===== src/rtl/wallace_mac_sequencer.sv =====
// wallace_mac_sequencer
//   Drives operand pairs into an external combinational 8x8 multiplier and accumulates
//   the 16-bit products into a dot product. The pipeline has three stages:
//   accept -> product register -> accumulate.
//
// Ports
//   clk, rst              rising-edge clock, asynchronous active-high reset
//   start, len            begin a run of len pairs (sampled in IDLE only)
//   in_valid, in_ready    operand stream handshake; a, b are the operands
//   mul_a, mul_b          registered operands to the multiplier
//   mul_prod              combinational product mul_a*mul_b from the multiplier
//   acc_out               accumulated result (wraps modulo 2^ACC_W)
//   out_valid, out_ready  result handshake
//   busy                  high outside IDLE
//   ovf                   sticky carry-out of the accumulator during this run
module wallace_mac_sequencer #(
  parameter int unsigned LEN_W = 8,
  parameter int unsigned ACC_W = 36
) (
  input  logic             clk,
  input  logic             rst,
  input  logic             start,
  input  logic [LEN_W-1:0] len,
  input  logic             in_valid,
  output logic             in_ready,
  input  logic [7:0]       a,
  input  logic [7:0]       b,
  output logic [7:0]       mul_a,
  output logic [7:0]       mul_b,
  input  logic [15:0]      mul_prod,
  output logic [ACC_W-1:0] acc_out,
  output logic             out_valid,
  input  logic             out_ready,
  output logic             busy,
  output logic             ovf
);

  typedef enum logic [1:0] {StIdle, StRun, StDrain, StDone} state_e;

  state_e             state_q, state_d;
  logic [LEN_W-1:0]   cnt_q, cnt_d;
  logic               v1_q, v2_q;
  logic [15:0]        prod_q;
  logic [ACC_W-1:0]   acc_q, acc_d;
  logic               ovf_q, ovf_d;
  logic               accept;
  logic               clear;
  logic [ACC_W:0]     sum;

  assign accept = (state_q == StRun) && in_valid;
  assign clear  = (state_q == StIdle) && start;
  // One extra bit captures the carry out of the accumulator MSB.
  assign sum    = {1'b0, acc_q} + {{(ACC_W - 15){1'b0}}, prod_q};

  always_comb begin
    state_d = state_q;
    cnt_d   = cnt_q;
    unique case (state_q)
      StIdle: begin
        if (start) begin
          cnt_d   = len;
          state_d = (len != '0) ? StRun : StDone;
        end
      end
      StRun: begin
        if (accept) begin
          cnt_d = cnt_q - 1'b1;
          // Exit on the last pair so the counter never underflows.
          if (cnt_q == LEN_W'(1)) state_d = StDrain;
        end
      end
      StDrain: begin
        if (!v1_q && !v2_q) state_d = StDone;
      end
      StDone: begin
        if (out_ready) state_d = StIdle;
      end
      default: state_d = StIdle;
    endcase
  end

  always_comb begin
    acc_d = acc_q;
    ovf_d = ovf_q;
    if (clear) begin
      acc_d = '0;
      ovf_d = 1'b0;
    end else if (v2_q) begin
      acc_d = sum[ACC_W-1:0];
      if (sum[ACC_W]) ovf_d = 1'b1;
    end
  end

  always_ff @(posedge clk or posedge rst) begin
    if (rst) begin
      state_q <= StIdle;
      cnt_q   <= '0;
      v1_q    <= 1'b0;
      v2_q    <= 1'b0;
      prod_q  <= '0;
      mul_a   <= '0;
      mul_b   <= '0;
      acc_q   <= '0;
      ovf_q   <= 1'b0;
    end else begin
      state_q <= state_d;
      cnt_q   <= cnt_d;
      v1_q    <= accept;
      v2_q    <= v1_q;
      prod_q  <= mul_prod;
      acc_q   <= acc_d;
      ovf_q   <= ovf_d;
      if (accept) begin
        mul_a <= a;
        mul_b <= b;
      end
    end
  end

  assign in_ready  = (state_q == StRun);
  assign out_valid = (state_q == StDone);
  assign busy      = (state_q != StIdle);
  assign acc_out   = acc_q;
  assign ovf       = ovf_q;

endmodule


===== config.mk =====
export PLATFORM = sky130hd
export DESIGN_NAME = wallace_mac_sequencer
export DESIGN_NICKNAME = d
export VERILOG_FILES = /design/src/rtl/wallace_mac_sequencer.sv
export SDC_FILE = /design/constraint.sdc
export NUM_CORES = 1
export LEC_CHECK = 0
export CAP_MARGIN = 20
export CORE_MARGIN = 2
export CORE_UTILIZATION = 45
export CTS_BUF_LIST = sky130_fd_sc_hd__clkbuf_16
export CTS_CLUSTER_DIAMETER = 50
export CTS_CLUSTER_SIZE = 16
export DETAILED_ROUTE_END_ITERATION = 6
export GPL_TIMING_DRIVEN = 0
export PLACE_DENSITY = 0.86
export SYNTH_ARGS = -nofsm -noshare
export SYNTH_HDL_FRONTEND = slang
export SYNTH_SLANG_ARGS = --single-unit

===== constraint.sdc =====
create_clock -name clk -period 3 [get_ports clk]
set_clock_uncertainty 0.2 [all_clocks]
set_input_delay 0.6 -clock clk [delete_from_list [all_inputs] [get_ports clk]]
set_output_delay 0.6 -clock clk [all_outputs]
set_load 0.05 [all_outputs]

==> run summary <==
synth-to-layout area growth -> 34.6%
ys async rst share -> 100%
Pwr Total -> 5.86 mW
pre-CTS WS -> -0.100 ns
arrival time at the worst endpoint -> 2.83 ns
Worst-Skew Late Latency -> 0.34 ns
H-tree depth -> 3
Cell Pwr Density -> 1010 mW/mm^2
syn avg cell area -> 9.85 sq um
Cell Count, Final, Fillers Out -> 683
top area cells in the synthesized netlist -> dfrtp_1 (47%), ha_1 (6.7%), a21oi_1 (4.8%), mux2_2 (4.2%), o21ai_0 (3.5%)
fillers -> 775
worst flop-to-flop path startpoint -> acc_out[0]
GR Overflow Total -> 0
initial core utilization -> 46.6%
FMAX -> 354 MHz
die area -> 0.0104 sq mm
port buffer count -> 100
HP Class -> flip-flop to flip-flop
register-to-register setup slack -> 0.18 ns
hold-critical path depth -> 0
Final Hold Vio Count -> 0
Iter 0 DRT Violations -> 161
initial antenna violation count -> 0
Leakage -> 2.41 nW
Synth Register Bits -> 81
fraction of layout instances using a drive strength above 1 -> 8.48%
RSZ-0062 raised after global routing -> no
top cells by instance count after synthesis -> dfrtp_1 (81), a21oi_1 (41), nand2_1 (37)
Synth warnings -> 0
Mapped Nets -> 506
core area -> 0.00924 sq mm
clk buf depth -> 2
Die H -> 102 um
Final setup violation count -> 0
Post-DP Area -> 0.00549 sq mm
Via Count -> 3804
Detail Route Antenna Nets -> 0
period utilization -> 94.1%
Final Util -> 62.7%
Synth top area share -> 47.1%
placed insts -> 667
Post-Syn Area -> 0.00430 sq mm
Max-Cap Viols -> 0
CP Class -> flip-flop to flip-flop
min Tclk post-route -> 2.82 ns
clk root buf -> clkbuf_16
crit-path max FO -> 10
Rows -> 35
first-pass GRT wire length -> 17.6 mm
Die Wd -> 102 um
GP Congestion -> 0.919
GRT Overall Usage -> 21.5%
final wirelength -> 10.7 mm
largest net degree at the start of global routing -> 44
Syn Inst Count -> 437
status -> finished clean
clock-pin slew on the worst setup and hold paths -> 0.07 ns
CTS tree -> done
Hold EP -> v2_q
HP Start -> v1_q
Post-CTS Setup Inserts -> 0
drt first pass iters -> 4
num ports -> 101
leading area contributor after synthesis -> dfrtp_1
nets -> 618
TritonCTS Sinks -> 81
EDFF count, synth -> 0
WL/cell -> 15.6 um
top-count cell post-synth -> dfrtp_1
number of remaining DRC errors -> 0
vias in the first global route -> 3667
design area -> 0.00579 sq mm
TritonCTS Buffers -> 9
r2r worst-path depth -> 9
Startpoint Class -> flip-flop
distinct cell type count after synthesis -> 54
Antenna Cells -> 0
Critical Path End Type -> flip-flop
Via density -> 5.57
HPWL after detailed placement -> 7.74 mm
post-synthesis sequential area ratio -> 47.1%
Synth Flop Type -> dfrtp_1
worst vdd ir -> 807 uV
fin worst setup slack -> 0.176 ns
Slew HR -> 55.2%
CTS Hold Bufs -> 0
Crit path required time -> 3.01 ns
reg-to-reg endpoint -> acc_out[16]
worst slew pin tran -> 0.667 ns
Slew Limit Fails -> 0
==> metrics by stage <==
stage          setup TNS (ns)  hold slack, ns
2_1_floorplan               0           0.149
3_3_place_gp           -95.60           0.161
3_5_place_dp           -0.480           0.162
4_1_cts                     0           0.174
5_1_grt                     0           0.200
6_report                    0           0.172
==> cell usage in the layout (no fill, tap or decap), types with 3 or more instances in the layout <==
cell type | netlist | routed
mux2_2 | 16 | 16
a21o_1 | 5 | 5
o211ai_1 | 5 | 5
nand2b_1 | 3 | 3
o21ai_0 | 30 | 30
ha_1 | 23 | 23
nor3b_1 | 3 | 3
clkdlybuf4s50_1 | 0 | 100
nor4_1 | 5 | 5
and4_1 | 3 | 3
inv_1 | 15 | 14
and2_1 | 9 | 9
inv_6 | 0 | 5
a21oi_1 | 41 | 41
or4_1 | 6 | 6
mux2i_1 | 8 | 8
or3_1 | 7 | 7
a211oi_1 | 5 | 5
clkbuf_16 | 0 | 9
clkbuf_1 | 11 | 10
and3_1 | 7 | 7
nand2_1 | 37 | 37
xnor2_1 | 4 | 4
nand4_1 | 6 | 6
o21a_1 | 4 | 3
dfrtp_1 | 81 | 81
nor2_1 | 25 | 25
o31ai_1 | 5 | 5
buf_2 | 4 | 3
a31o_2 | 5 | 5
o22ai_1 | 5 | 5
xor2_1 | 5 | 5
nand3_1 | 18 | 18
nor3_1 | 8 | 8
==> per-layer routing <==
| metal | up-vias | part of all wire, % | global-route usage (%) |
|---|---|---|---|
| met4 | 0 | 1.4 | 7.38 |
| li1 | 1831 | - | - |
| met2 | 135 | 49 | 36.6 |
| met1 | 1822 | 42 | 26.1 |
| met5 | - | 0 | 0 |
| met3 | 16 | 7.9 | 6.42 |
==> worst max path at each step <==
| stage | startpoint | end | slack, ns |
|---|---|---|---|
| final | acc_out[0] | acc_out[16] | 0.18 |
| after global routing | acc_out[0] | acc_out[16] | 0.02 |
| after CTS | acc_out[0] | acc_out[16] | 0.03 |
| after detailed placement | acc_out[0] | acc_out[16] | -0.10 |
| after global placement | rst | acc_out[12] | -1.18 |
| after floorplan | acc_out[0] | acc_out[16] | 0.06 |
==> cell type report <==
class / instances / area, sq um / share of cell area (%)
buffer: 17 / 72.6 / 1.25
clock buffer: 9 / 225 / 3.89
clock inverter: 7 / 56.3 / 0.972
inverter: 15 / 58.8 / 1.02
multi-input combinational: 324 / 2170 / 37.5
sequential: 81 / 2030 / 35.0
tap: 129 / 161 / 2.79
timing repair buffer: 101 / 1020 / 17.6
==> registers in the layout (all words and copies together) (netlist names) <==
signal	count
acc_out	36
cnt_q	8
mul_a	8
mul_b	8
ovf	1
prod_q	16
state_q	2
v1_q	1
v2_q	1
==> critical path, cell delays in order, from the launching register on <==
cell	delay, ns
dfrtp_1	0.40
ha_1	0.24
fa_1	0.42
a21o_1	0.22
a221oi_4	0.31
o21a_2	0.25
o32a_1	0.23
clkbuf_4	0.21
xor2_1	0.16
nor2_1	0.05
==> power by group <==
part | leakage [nW] | switching (mW) | internal, mW
sequential | 1.01 | 0.248 | 1.41
clock | 0.138 | 0.473 | 0.573
combinational | 1.26 | 1.99 | 1.16
==> cells by family (layout without fill, tap and decap cells) <==
logic type	Yosys count	in the layout	synth area share, %
mux	24	24	6.05
xor+xnor	9	9	1.83
simple gates	143	143	17.0
compound gates	124	124	18.0
fa+ha+maj	24	24	7.15
flops	81	81	47.1
buf+inv	32	149	2.91
==> repair_timing <==
action,in CTS,in global routing
pin swaps,0,2
gates resized for setup,1,6
setup endpoints to repair,7,14
(Power assumes the default switching activity.)
